--- src/rtl/spi_to_nitta_assembler_pkg.sv ---
// Shared SPI/NITTA sizing helpers: subframes per word and subframe counter width.
// Used by both the SPI-to-NITTA assembler and the NITTA-to-SPI splitter.
package spi_to_nitta_assembler_pkg;

   function automatic int subframes_per_word(input int data_width, input int spi_data_width);
      return data_width / spi_data_width;
   endfunction

   function automatic int subframe_cnt_width(input int n);
      return (n > 1) ? $clog2(n) : 1;
   endfunction

endpackage

--- src/rtl/spi_to_nitta_assembler_strobe.sv ---
// One acceptance per spi_ready high period; accept is combinational from armed & spi_ready.
// No backpressure: a level held high for any length yields a single accept.
module spi_ready_strobe (
   input  logic clk,
   input  logic rst,
   input  logic spi_ready,
   output logic accept
);

   logic armed;

   assign accept = armed & spi_ready;

   // A subframe already present when reset is applied must never be taken.
   always_ff @(posedge clk) begin
      if (rst) begin
         armed <= ~spi_ready;
      end else if (!spi_ready) begin
         armed <= 1'b1;
      end else if (armed) begin
         armed <= 1'b0;
      end
   end

endmodule

--- src/rtl/spi_to_nitta_assembler.sv ---
// Packs SPI subframes MSB-first into DATA_WIDTH words; word appears 1 cycle after last acceptance.
// No backpressure: an unread word is overwritten and flagged by sticky overrun.
module spi_to_nitta_assembler
   import spi_to_nitta_assembler_pkg::*;
#(
   parameter int DATA_WIDTH     = 32,
   parameter int ATTR_WIDTH     = 4,
   parameter int SPI_DATA_WIDTH = 8
) (
   input  logic                      clk,
   input  logic                      rst,
   input  logic                      spi_ready,
   input  logic [SPI_DATA_WIDTH-1:0] from_spi,
   input  logic                      spi_frame,
   output logic [DATA_WIDTH-1:0]     to_nitta,
   output logic                      word_valid,
   input  logic                      nitta_read,
   output logic                      overrun,
   output logic                      frame_error
);

   localparam int N  = subframes_per_word(DATA_WIDTH, SPI_DATA_WIDTH);
   localparam int CW = subframe_cnt_width(N);
   localparam logic [CW-1:0] LAST_CNT = CW'(N - 1);

   generate
      if ((DATA_WIDTH % SPI_DATA_WIDTH) != 0 || ATTR_WIDTH < 1) begin : g_bad_cfg
         $error("spi_to_nitta_assembler: DATA_WIDTH must be a multiple of SPI_DATA_WIDTH");
      end
   endgenerate

   logic                  accept;
   logic [CW-1:0]         cnt;
   logic [DATA_WIDTH-1:0] acc;
   logic [DATA_WIDTH-1:0] acc_next;
   logic                  word_done;

   spi_ready_strobe u_strobe (
      .clk       (clk),
      .rst       (rst),
      .spi_ready (spi_ready),
      .accept    (accept)
   );

   assign acc_next  = (acc << SPI_DATA_WIDTH) | DATA_WIDTH'(from_spi);
   assign word_done = spi_frame && accept && (cnt == LAST_CNT);

   always_ff @(posedge clk) begin
      if (rst) begin
         cnt         <= '0;
         acc         <= '0;
         to_nitta    <= '0;
         word_valid  <= 1'b0;
         overrun     <= 1'b0;
         frame_error <= 1'b0;
      end else begin
         frame_error <= 1'b0;

         // Chip select dropped: drop any partial word and any subframe arriving now.
         if (!spi_frame) begin
            cnt         <= '0;
            acc         <= '0;
            frame_error <= (cnt != '0) || accept;
         end else if (accept) begin
            if (cnt == LAST_CNT) begin
               cnt <= '0;
               acc <= '0;
            end else begin
               cnt <= cnt + CW'(1);
               acc <= acc_next;
            end
         end

         // A completing word wins over a same-cycle read and is not an overrun.
         if (word_done) begin
            to_nitta   <= acc_next;
            word_valid <= 1'b1;
            if (word_valid && !nitta_read) begin
               overrun <= 1'b1;
            end
         end else if (nitta_read) begin
            word_valid <= 1'b0;
         end
      end
   end

endmodule

--- config.mk ---
export PLATFORM = sky130hd
export DESIGN_NAME = spi_to_nitta_assembler
export DESIGN_NICKNAME = d
export VERILOG_FILES = /design/src/rtl/spi_to_nitta_assembler_pkg.sv /design/src/rtl/spi_to_nitta_assembler_strobe.sv /design/src/rtl/spi_to_nitta_assembler.sv
export SDC_FILE = /design/constraint.sdc
export NUM_CORES = 1
export LEC_CHECK = 0
export ABC_AREA = 1
export BUFFER_PORTS_ARGS = -buffer_cell sky130_fd_sc_hd__buf_4
export CAP_MARGIN = 30
export CORE_MARGIN = 8
export CORE_UTILIZATION = 30
export DETAILED_ROUTE_END_ITERATION = 8
export SLEW_MARGIN = 0
export SYNTH_ARGS = -nofsm -noshare
export SYNTH_HDL_FRONTEND = slang
export SYNTH_SLANG_ARGS = --single-unit
--- constraint.sdc ---
create_clock -name clk -period 1.4 [get_ports clk]
set_clock_uncertainty 0.15 [all_clocks]
set_input_delay 0.07 -clock clk [delete_from_list [all_inputs] [get_ports clk]]
set_output_delay 0.07 -clock clk [all_outputs]
set_load 0.02 [all_outputs]
# [Yosys cells after proc, flatten, opt, wreduce, memory -nomap -nowiden]
# Index checks and enable logic that the tools add are counted.
[op_classes] n_addsub=1 n_eq_ne=1 mux=6 bitwise=4 n_reduce_logical=10
[ops] op="32-bit by 8-bit bitwise OR with 32-bit output" count=1
[ops] op="24-bit 2-to-1 mux" count=1
[ops] op="1-bit 2-to-1 mux" count=4
[ops] op="2-bit nonzero test" count=2
[ops] op="2-bit OR reduction" count=2
[ops] op="1-bit logical AND" count=3
[ops] op="2-bit by 1-bit adder with 2-bit output (second input constant)" count=1
[ops] op="2-bit == test (second input constant)" count=1
[ops] op="2-bit 2-to-1 mux" count=1
[ops] op="1-bit inverter" count=2
[ops] op="2-bit AND reduction" count=1
[ops] op="1-bit bitwise AND" count=1
[ops] op="1-bit zero test" count=1
[ops] op="1-bit logical OR" count=1
[totals] register_bits=62 inputBits=13 output_inout_bits=35 word_cells=29

# [Depth between registers and ports, before layout]
# Gate-level depths: netlist of run 1.
[logic_depth] depth_word=4 depth_mapped=8 depth_no_buf=6

# [Hierarchy]
# From an unflattened synthesis of run 1, not the netlist that was laid out.
[unflattened] cells_unflattened=281 area_unflattened_um2=2366.0
[modules_own_cells] module="spi_to_nitta_assembler" instances=1 cells_each=277 area_each_um2=2334.7 seq_area_each_um2=1221.2
[modules_own_cells] module="spi_ready_strobe" instances=1 cells_each=4 area_each_um2=31.3 seq_area_each_um2=20.0

# [Least setup slack after synthesis of run 1]
# No wires, ideal clock.
[synth_path] kind="reg2reg" from="register cnt[0]" to="register to_nitta[0]" setup_ps=113 arrival_time_ps=1091 required_time_ps=1137 setup_slack_ps=46 stages_incl_launch_ff=9 n_path_buf=2 synth_period_minus_slack_ps=1354 path_cell_list="dfxtp_1 ha_1 nand2_1 nor2_4 buf_6 buf_4 nand2_1 nand2_1 nor2_1"
[synth_between] elab_chain_len=2
[synth_lines] item="from (decl)" line_no="spi_to_nitta_assembler.sv:33" rtl="logic [CW-1:0] cnt;"
[synth_lines] item="from (signal assigned)" line_no="spi_to_nitta_assembler.sv:69" rtl="cnt <= cnt + CW'(1);"
[synth_lines] item="2-bit == test" line_no="spi_to_nitta_assembler.sv:46" rtl="assign word_done = spi_frame && accept && (cnt == LAST_CNT);"
[synth_lines] item="1-bit logical AND" line_no="spi_to_nitta_assembler.sv:46"
[synth_lines] item="to (signal assigned)" line_no="spi_to_nitta_assembler.sv:76" rtl="to_nitta <= acc_next;"
[synth_lines] item="to (decl)" line_no="spi_to_nitta_assembler.sv:15" rtl="output logic [DATA_WIDTH-1:0] to_nitta,"
# Every way passes these cells.
# A chain may end at the register's enable or synchronous reset.

# [Final worst setup path of run 1]
[layout_path] from="register cnt[0]" to="register to_nitta[28]"
# The elaborated chain is that of the path after synthesis.

==> results of run 1 <==
layout make-up:
class                           instances  share of cell area [%]
Inverter                               41                    4.41
Sequential cell                        62                    35.4
Tap cell                              105                    3.73
Multi-Input combinational cell        219                    29.2
Clock buffer                           13                    4.80
Timing Repair Buffer                   80                    22.4
Clock inverter                          1                   0.142
cell usage after synthesis, drive strengths merged:
cell type	number
a21oi	28
ha	2
nand3	25
nand2	96
nor2	68
clkbuf	5
dfxtp	62
buf	14
inv	39
clkinv	2
tightest hold or removal path, cell delays in order:
cell           delay [ns]
dlygate4sd3_1        0.52
buf_4                0.11
inv_1                0.03
kinds of logic after synthesis:
group,Yosys count,share of synthesized area (%)
DFF,62,50.6
buffers and inverters,60,12.0
adders and majority gates,2,1.02
and+or+nand+nor,189,30.6
AOI/OAI and AO/OA,28,5.71
layer usage:
| metal | global-route usage, % | wire length (microns) | share of wire [%] | up-vias |
|---|---|---|---|---|
| met1 | 14.7 | 3070 | 47 | 1044 |
| met4 | 6.33 | 123 | 1.9 | 0 |
| met2 | 17.6 | 2900 | 45 | 64 |
| met5 | 0 | 0 | 0 | - |
| li1 | - | - | - | 1176 |
| met3 | 3.21 | 416 | 6.4 | 9 |
stage by stage:
stage / hold slack, ns / cell area (sq um)
2_1_floorplan: -0.0235 / 2450
3_3_place_gp: 0.0891 / 2910
3_5_place_dp: 0.0947 / 2910
4_1_cts: 0.279 / 3400
5_1_grt: 0.286 / 3520
6_report: 0.286 / 3520
state kept, by name, indices dropped and copies added (netlist names):
register / flops
to_nitta: 32
overrun: 1
u_strobe.armed: 1
frame_error: 1
acc: 24
cnt: 2
word_valid: 1
repair_timing:
item | in CTS | in global routing
pin swaps | 3 | 17
hold buffers | 12 | 0
buffers inserted | 6 | 0
endpoints found under the setup margin | 33 | 55
endpoints found under the hold margin | 20 | 0
gates cloned | 4 | 3
gates resized for setup | 15 | 31
final timing paths:
kind / startpoint / endpoint / slack (ns) / cells past startpoint
max: cnt[0] / to_nitta[28] / -0.02 / 8
min: spi_ready / u_strobe.armed / 0.29 / 3
max reg2reg: cnt[0] / to_nitta[28] / -0.02 / 8
min reg2reg: overrun / overrun / 0.31 / 2
power groups by stage:
stage	clock network [uW]	logic [uW]	registers, uW
final	1410	182	1780
after global routing	1510	203	1780
after CTS	1430	180	1780
after detailed placement	0	152	1820
after global placement	0	149	1820
after floorplan	0	95.9	1820
==> impl_metrics.csv, run 1 <==
group,metric,value,unit
outcome,status,"finished, violations left",
outcome,violations,"setup timing",
timing,slew_headroom,77.2,%
worst_setup_path,required,1.49,ns
place,port_buffers,47,
synthesis,synth.area.top_cells,"dfxtp_1 51%, nand2_1 15%, nor2_1 10%",
final_layout,fin_util,43.7,%
power_and_ir_drop,p_switching,749,uW
synthesis,yosysSeqAreaShare,50.6,%
power_and_ir_drop,powerDensity,957,nW/um^2
worst_setup_path,worst-path-max-fanout,8,
die,die_h,106,microns
clocking,cts_tree,"yes",
grt,grt_pass1_vias,2173,
die,rows,33,
route,ant_nets,0,
timing,finalSetupViolations,16,
synthesis,syn_area,2450,sq um
clocking,clk_pin_slew,0.06,ns
worst_setup_path,end_kind,"flop",
route,routed_wl,6.51,mm
final_layout,finalNonFillerCells,521,
timing,period_needed,1.42,ns
power_and_ir_drop,combPwrFrac,5.4,%
synthesis,syn_nets,356,
power_and_ir_drop,seqPwrFrac,52.8,%
route,drt_iter0_drc,94,
final_layout,nNetsFinal,428,
die,die_w,106,microns
power_and_ir_drop,p_int,2620,uW
worst_setup_path,timing.critical_path.mode_cell,"nor2_1",
clocking,htreeDepth,3,
worst_setup_path,critPathArrivalTime,1.51,ns
worst_setup_path,cp_slowest_cell,"dfxtp_4",
place,placed_cells,484,
synthesis,ys_ff_latch,62,
synthesis,synth_cells,341,
timing,worst_pin_slew,0.342,ns
die,placeableCoreArea,8050,sq um
route,vias_per_cell,4.40,
grt,grt_start_max_net_pins,27,
clocking,clock_sinks,62,
worst_setup_path,critPathBufInv,3,
grt,grt.total_usage,11.7,%
grt,grt-ovfl-total,0,
final_layout,final_cell_mix,"87 x nand2_1, 60 x dfxtp_1, 56 x buf_4",
timing,layout_setup_ws,-0.0198,ns
power_and_ir_drop,sw_frac_of_total,22.3,%
clocking,insertion_delay,0.34,ns
worst_setup_path,path_class,"flop to flop",
timing,final_max_slew_viol_count,0,
clocking,numCtsBuffers,9,
worst_setup_path,slowest_delay,0.35,ns
final_layout,layout_commonest_cell,"nand2_1",
route,drc_errors,0,
min_path,hp-class,"input pin to flop",
clocking,cts_root_buf,"clkbuf_8",
grt,antenna_found_initial,0,
final_layout,synthToLayoutAreaGrowth,43.5,%
final_layout,diodes,0,
worst_setup_path,crit_chain,"ha_4 -> nand2_4 -> nor2_4 -> buf_6 -> buf_8 -> buf_16 -> nor2_1 -> nor2_1",
job,drv_cap,0,
die,initial_utilization,30.5,%
route,wl_per_cell,12.5,microns
synthesis,yosys_warnings,0,
synthesis,syn_area_per_cell,7.19,sq um
synthesis,synth_top_area_share,50.6,%
synthesis,yosysUniqueCellTypes,16,
power_and_ir_drop,p_clk_share,41.8,%
final_layout,regArea,1250,sq um
clocking,ctsLongestPathBuffers,2,
place,gp_congestion,0.740,
die,boundaryPins,48,
synthesis,synth_top_area_cell,"dfxtp_1",
final_layout,layout-drive-gt1-share,27.2,%
die,dieArea,11300,sq um
timing,rsz0062_at_grt,"true",
final_layout,fillers,831,
route,first_pass_iters,4,
grt,grt_pass1_wl,10.6,mm
route,vias,2293,
worst_setup_path,cp_top_family,"buffers and inverters",
power_and_ir_drop,p_leak,0.00145,uW
place,hpwl,3.95,mm
final_layout,multi_input_area,1030,sq um
worst_setup_path,start_kind,"flop",
power_and_ir_drop,peakVddDrop,0.428,mV
timing,fmax,0.704,GHz
timing,finalHoldViolations,0,
timing,period_share,101,%
timing,fin_tns_setup,-0.113,ns
power_and_ir_drop,power.total,3370,uW
place,dp_worst_setup_slack,-0.0328,ns
(Power assumes the default switching activity.)
==> run 2: changes to the inputs <==
--- a/config.mk
+++ b/config.mk
@@ -5,11 +5,11 @@
 export SDC_FILE = /design/constraint.sdc
 export NUM_CORES = 1
 export LEC_CHECK = 0
-export ABC_AREA = 1
 export BUFFER_PORTS_ARGS = -buffer_cell sky130_fd_sc_hd__buf_4
 export CAP_MARGIN = 30
 export CORE_MARGIN = 8
 export CORE_UTILIZATION = 30
+export CTS_BUF_LIST = sky130_fd_sc_hd__clkbuf_8
 export DETAILED_ROUTE_END_ITERATION = 8
 export SLEW_MARGIN = 0
 export SYNTH_ARGS = -nofsm -noshare
==> impl_metrics.csv, run 2 <==
group,metric,value,unit
synthesis,yosysUniqueCellTypes,20,
worst_setup_path,worst-path-max-fanout,18,
timing,period_needed,1.36,ns
die,die_w,114,microns
route,ant_nets,0,
place,hpwl,4.09,mm
timing,finalSetupViolations,0,
power_and_ir_drop,p_leak,0.00128,uW
final_layout,final_cell_mix,"67 x nand2b_1, 60 x dfxtp_1, 49 x buf_4",
synthesis,syn_nets,293,
synthesis,syn_area,2860,sq um
synthesis,synth_cells,278,
place,gp_congestion,0.709,
synthesis,yosys_warnings,0,
synthesis,ys_ff_latch,62,
route,drc_errors,0,
worst_setup_path,critPathArrivalTime,1.48,ns
synthesis,synth.area.top_cells,"dfxtp_1 43%, nand2b_1 15%, mux2i_1 11%",
grt,grtUsageMet3,3.49,%
place,dpl_cell_area,3320,sq um
clocking,cts_tree,"yes",
place,dp_worst_setup_slack,-0.00364,ns
timing,fmax,0.733,GHz
die,dieArea,12900,sq um
worst_setup_path,reg2reg_depth,4,
worst_setup_path,crit_chain,"ha_4 -> and4_4 -> buf_12 -> mux2i_2",
synthesis,syn_area_per_cell,10.3,sq um
power_and_ir_drop,peakVddDrop,0.341,mV
worst_setup_path,start_kind,"flop",
route,vias_per_cell,4.46,
die,initial_utilization,31.0,%
synthesis,synth_edf_count,0,
power_and_ir_drop,powerDensity,953,nW/um^2
synthesis,synth_top_area_cell,"dfxtp_1",
clocking,cts_root_buf,"clkbuf_8",
grt,grt_pass1_vias,2012,
min_path,hold_path_depth,2,
die,boundaryPins,48,
route,routed_wl,6.31,mm
final_layout,largest_register_ffs,32,
timing,rsz0062_at_grt,"true",
synthesis,synth_top_area_share,43.4,%
synthesis,synth_flop_cell,"dfxtp_1",
worst_setup_path,end_kind,"flop",
final_layout,nNetsFinal,343,
worst_setup_path,slowest_delay,0.37,ns
worst_setup_path,cp_slowest_cell,"dfxtp_4",
place,port_buffers,47,
die,rows,35,
timing,finalHoldViolations,0,
die,placeableCoreArea,9240,sq um
clocking,htreeDepth,3,
worst_setup_path,required,1.51,ns
route,vias,2057,
timing,period_share,97.5,%
job,drv_cap,0,
grt,use_met2,14.5,%
synthesis,synthArstFlopShare,0,%
timing,worst_pin_slew,0.235,ns
route,wl_per_cell,13.7,microns
worst_setup_path,path_class,"flop to flop",
route,drt_iter0_drc,112,
final_layout,final_area,3650,sq um
grt,grt.total_usage,10.0,%
clocking,numCtsBuffers,9,
final_layout,synthToLayoutAreaGrowth,27.5,%
final_layout,regMostFlops,"to_nitta",
grt,grt.busiest_layer,"met2",
final_layout,fillers,920,
synthesis,ys_top_cells_by_count,"67 x nand2b_1, 62 x dfxtp_1, 32 x mux2i_1",
grt,grt-ovfl-total,0,
min_path,hp-class,"flop to flop",
timing,slew_headroom,84.3,%
route,first_pass_iters,4,
clocking,ctsLongestPathBuffers,2,
timing,final_max_slew_viol_count,0,
timing,layout_setup_ws,0.0352,ns
die,die_h,114,microns
final_layout,diodes,0,
final_layout,layout-drive-gt1-share,28.9,%
grt,grt_start_max_net_pins,48,
final_layout,layout_commonest_cell,"nand2b_1",
outcome,status,"finished clean",
final_layout,biggestRegsByFlops,"to_nitta (32), acc (24), cnt (2)",
grt,antenna_found_initial,0,
clocking,clk_pin_slew,0.07,ns
grt,grtUsageMet1,12.7,%
clocking,clock_sinks,62,
clocking,insertion_delay,0.34,ns
final_layout,fin_util,39.5,%
grt,grt_pass1_wl,10.3,mm
synthesis,yosysSeqAreaShare,43.4,%
synthesis,yosys.cell_count.top_type,"nand2b_1",
==> run 2: changes by cell type in the layout (fill, tap and decap cells not counted), sizes merged, moves of 3 or more <==
cell and delta:
nand2 -95, nor2 -68, nand2b +67, inv -34, mux2i +32, a21bo +26, nand3 -24, nand4b +24
buf -10, clkbuf -3, clkinv -3
==> run 2: cell type report <==
type                    count  area, sq um  share of cell area (%)
clock buffers              13          179                    4.91
repair buffers             67          599                    16.4
flip-flops and latches     62         1250                    34.2
well taps                 129          161                    4.43
inverters                   3         11.3                   0.309
multi-input cells         185         1440                    39.6
clock inverters             2         7.51                   0.206
==> run 2: logic make-up after synthesis <==
kind of cell | share of synthesized area (%)
buffers and inverters | 6.87
multiplexers | 11.2
AO/OA/AOI/OAI | 14.3
AND/OR/NAND/NOR | 23.3
adder cells (fa/ha/maj) | 0.875
flip-flops | 43.4
==> run 2: per-stage QoR <==
step           setup TNS, ns  instances  power, uW  hold WS (ns)
3_3_place_gp               0        434       2010         0.122
6_report                   0        461       3480         0.317
2_1_floorplan              0        278       1950      -0.00724
3_5_place_dp        -0.00364        434       2020         0.115
4_1_cts                    0        461       3520         0.314
5_1_grt              -0.0785        461       3630         0.331
==> run 2: worst paths after layout <==
kind	startpoint	end	slack (ns)
setup / recovery	cnt[0]	to_nitta[0]	0.04
hold / removal	acc[21]	to_nitta[29]	0.32
setup reg to reg	cnt[0]	to_nitta[0]	0.04
hold reg to reg	acc[21]	to_nitta[29]	0.32
==> run 2: routing by layer <==
metal	wire (microns)	vias to the layer above
met2	2750	36
met4	119	0
met5	0	-
met3	336	11
li1	-	1059
met1	3100	951
==> run 2: critical path: cells and delay by family (launching register included) <==
family | cells | cell delay [ns]
flops | 1 | 0.37
simple gates | 1 | 0.24
mux | 1 | 0.21
buf+inv | 1 | 0.18
fa+ha+maj | 1 | 0.13
==> run 2: timing repair <==
item	in CTS	in global routing
gates cloned	0	0
setup endpoints to repair	10	20
hold buffers	12	0
hold endpoints to repair	19	0
resized for setup	2	4
setup buffers	0	0
==> run 2: power by group <==
group | switching, uW | leakage, uW | internal [uW]
Combinational | 110 | 0.000673 | 112
Sequential | 8.48 | 0.000501 | 1770
Clock | 659 | 0.000104 | 814
==> run 3: changes to the inputs <==
--- a/config.mk
+++ b/config.mk
@@ -5,6 +5,7 @@
 export SDC_FILE = /design/constraint.sdc
 export NUM_CORES = 1
 export LEC_CHECK = 0
+export ABC_AREA = 1
 export BUFFER_PORTS_ARGS = -buffer_cell sky130_fd_sc_hd__buf_4
 export CAP_MARGIN = 30
 export CORE_MARGIN = 8
==> constraint.sdc (replaced) <==
create_clock -name clk -period 1.4 [get_ports clk]
set_clock_uncertainty 0.15 [all_clocks]
set_input_delay 0.07 -clock clk [delete_from_list [all_inputs] [get_ports clk]]
set_output_delay 0.07 -clock clk [all_outputs]
set_load 0.005 [all_outputs]
==> impl_metrics.csv, run 3 (synthesis results as in run 1) <==
group,metric,value,unit
outcome,status,"finished, violations left",
outcome,violations,"setup timing",
die,die_w,106,microns
worst_setup_path,critPathCapture,"to_nitta[28]",
worst_setup_path,cp_top_family,"buffers and inverters",
power_and_ir_drop,p_leak,0.00145,uW
place,hpwl,3.95,mm
grt,grt-ovfl-total,0,
timing,finalHoldViolations,0,
die,boundaryPins,48,
final_layout,layout_commonest_cell,"nand2_1",
final_layout,nNetsFinal,428,
place,port_buffers,47,
worst_setup_path,cp-startpoint,"cnt[0]",
grt,antenna_found_initial,0,
route,first_pass_iters,4,
route,routed_wl,6.52,mm
power_and_ir_drop,combPwrFrac,5.4,%
worst_setup_path,timing.critical_path.mode_cell,"nor2_1",
worst_setup_path,critPathBufInv,3,
timing,layout_setup_ws,-0.0201,ns
clocking,cts_root_buf,"clkbuf_8",
power_and_ir_drop,powerDensity,955,nW/um^2
final_layout,diodes,0,
final_layout,biggestRegsByFlops,"to_nitta (32), acc (24), cnt (2)",
route,vias_per_cell,4.40,
worst_setup_path,worst-path-stages,8,
place,placed_cells,484,
power_and_ir_drop,sw_frac_of_total,22.3,%
timing,worst_pin_slew,0.345,ns
worst_setup_path,slowest_delay,0.35,ns
route,ant_nets,0,
clocking,htreeDepth,3,
worst_setup_path,crit_chain,"ha_4 -> nand2_4 -> nor2_4 -> buf_6 -> buf_8 -> buf_16 -> nor2_1 -> nor2_1",
worst_setup_path,cp_slowest_cell,"dfxtp_4",
power_and_ir_drop,p_int,2610,uW
timing,period_needed,1.42,ns
timing,slew_headroom,77.0,%
final_layout,synthToLayoutAreaGrowth,43.5,%
route,vias,2294,
power_and_ir_drop,p_switching,750,uW
clocking,ctsLongestPathBuffers,2,
power_and_ir_drop,peakVddDrop,0.428,mV
timing,rsz0062_at_grt,"true",
place,dp_worst_setup_slack,-0.0328,ns
worst_setup_path,critPathArrivalTime,1.51,ns
clocking,cts_tree,"yes",
clocking,insertion_delay,0.34,ns
final_layout,finalNonFillerCells,521,
clocking,clock_sinks,62,
timing,finalSetupViolations,17,
timing,final_max_slew_viol_count,0,
route,drc_errors,0,
worst_setup_path,start_kind,"flop",
final_layout,layout-drive-gt1-share,27.2,%
grt,grt_pass1_vias,2173,
timing,period_share,101,%
timing,fmax,0.704,GHz
final_layout,final_cell_mix,"87 x nand2_1, 60 x dfxtp_1, 56 x buf_4",
clocking,numCtsBuffers,9,
worst_setup_path,required,1.49,ns
die,die_h,106,microns
worst_setup_path,worst-path-max-fanout,8,
final_layout,regMostFlops,"to_nitta",
worst_setup_path,end_kind,"flop",
die,initial_utilization,30.5,%
die,placeableCoreArea,8050,sq um
job,drv_cap,0,
place,gp_congestion,0.740,
worst_setup_path,rr_startpoint,"cnt[0]",
grt,grt_pass1_wl,10.6,mm
worst_setup_path,ff2ff_setup_slack,-0.02,ns
timing,fin_tns_setup,-0.116,ns
min_path,hp-class,"input pin to flop",
grt,grt_start_max_net_pins,27,
route,drt_iter0_drc,94,
final_layout,largest_register_ffs,32,
die,rows,33,
worst_setup_path,path_class,"flop to flop",
power_and_ir_drop,p_clk_share,41.7,%
worst_setup_path,reg2reg_depth,8,
worst_setup_path,timing.rr.end,"to_nitta[28]",
timing,worst_hold_slack,0.285,ns
grt,grt.total_usage,11.7,%
clocking,clk_pin_slew,0.06,ns
die,dieArea,11300,sq um
route,wl_per_cell,12.5,microns
power_and_ir_drop,seqPwrFrac,52.9,%
## run 3: metal layers
metal	vias to the layer above	part of all wire (%)	track usage, %
met2	64	44	17.6
met5	-	0	0
met4	0	1.9	6.33
met1	1045	47	14.7
li1	1176	-	-
met3	9	6.3	3.21
## run 3: power groups by stage
stage                     registers (uW)  clock network, uW  logic (uW)
final                               1780               1400         181
after global routing                1780               1510         202
after CTS                           1780               1430         178
after detailed placement            1820                  0         150
after global placement              1820                  0         148
after floorplan                     1820                  0        95.9
## run 3: metrics by stage
step                power [uW]  area [sq um]  util, %
floorplan                 1910          2450        -
global placement          1970          2910     36.1
detailed placement        1970          2910     36.1
CTS                       3390          3400     42.2
global route              3490          3520     43.7
finish                    3360          3520     43.7
## run 3: worst min-delay path, cell delays in order
cell and delay [ns]:
dlygate4sd3_1 0.52, buf_4 0.11, inv_1 0.03
## run 3: final cells by class
type	instances	area, sq um
fill	831	4530
timing repair buffer	80	787
tap	105	131
clock inverter	2	8.76
sequential	62	1250
clock buffer	12	165
inverter	41	155
multi-input combinational	219	1030
## run 3: worst min path at each step
stage               from              to  slack [ns]  depth (start not counted)
2_1_floorplan  spi_ready  u_strobe.armed       -0.02                          1
3_3_place_gp   spi_ready  u_strobe.armed        0.09                          2
3_5_place_dp   spi_ready  u_strobe.armed        0.09                          2
4_1_cts        spi_ready  u_strobe.armed        0.28                          3
5_1_grt        spi_ready  u_strobe.armed        0.29                          3
6_report       spi_ready  u_strobe.armed        0.29                          3
## run 3: what timing repair did
action	in CTS	in global routing
setup endpoints to repair	33	55
gates cloned	4	3
buffers inserted	6	0
endpoints found under the hold margin	20	0
hold buffers	12	0
resized for setup	15	31
pin swaps	3	17
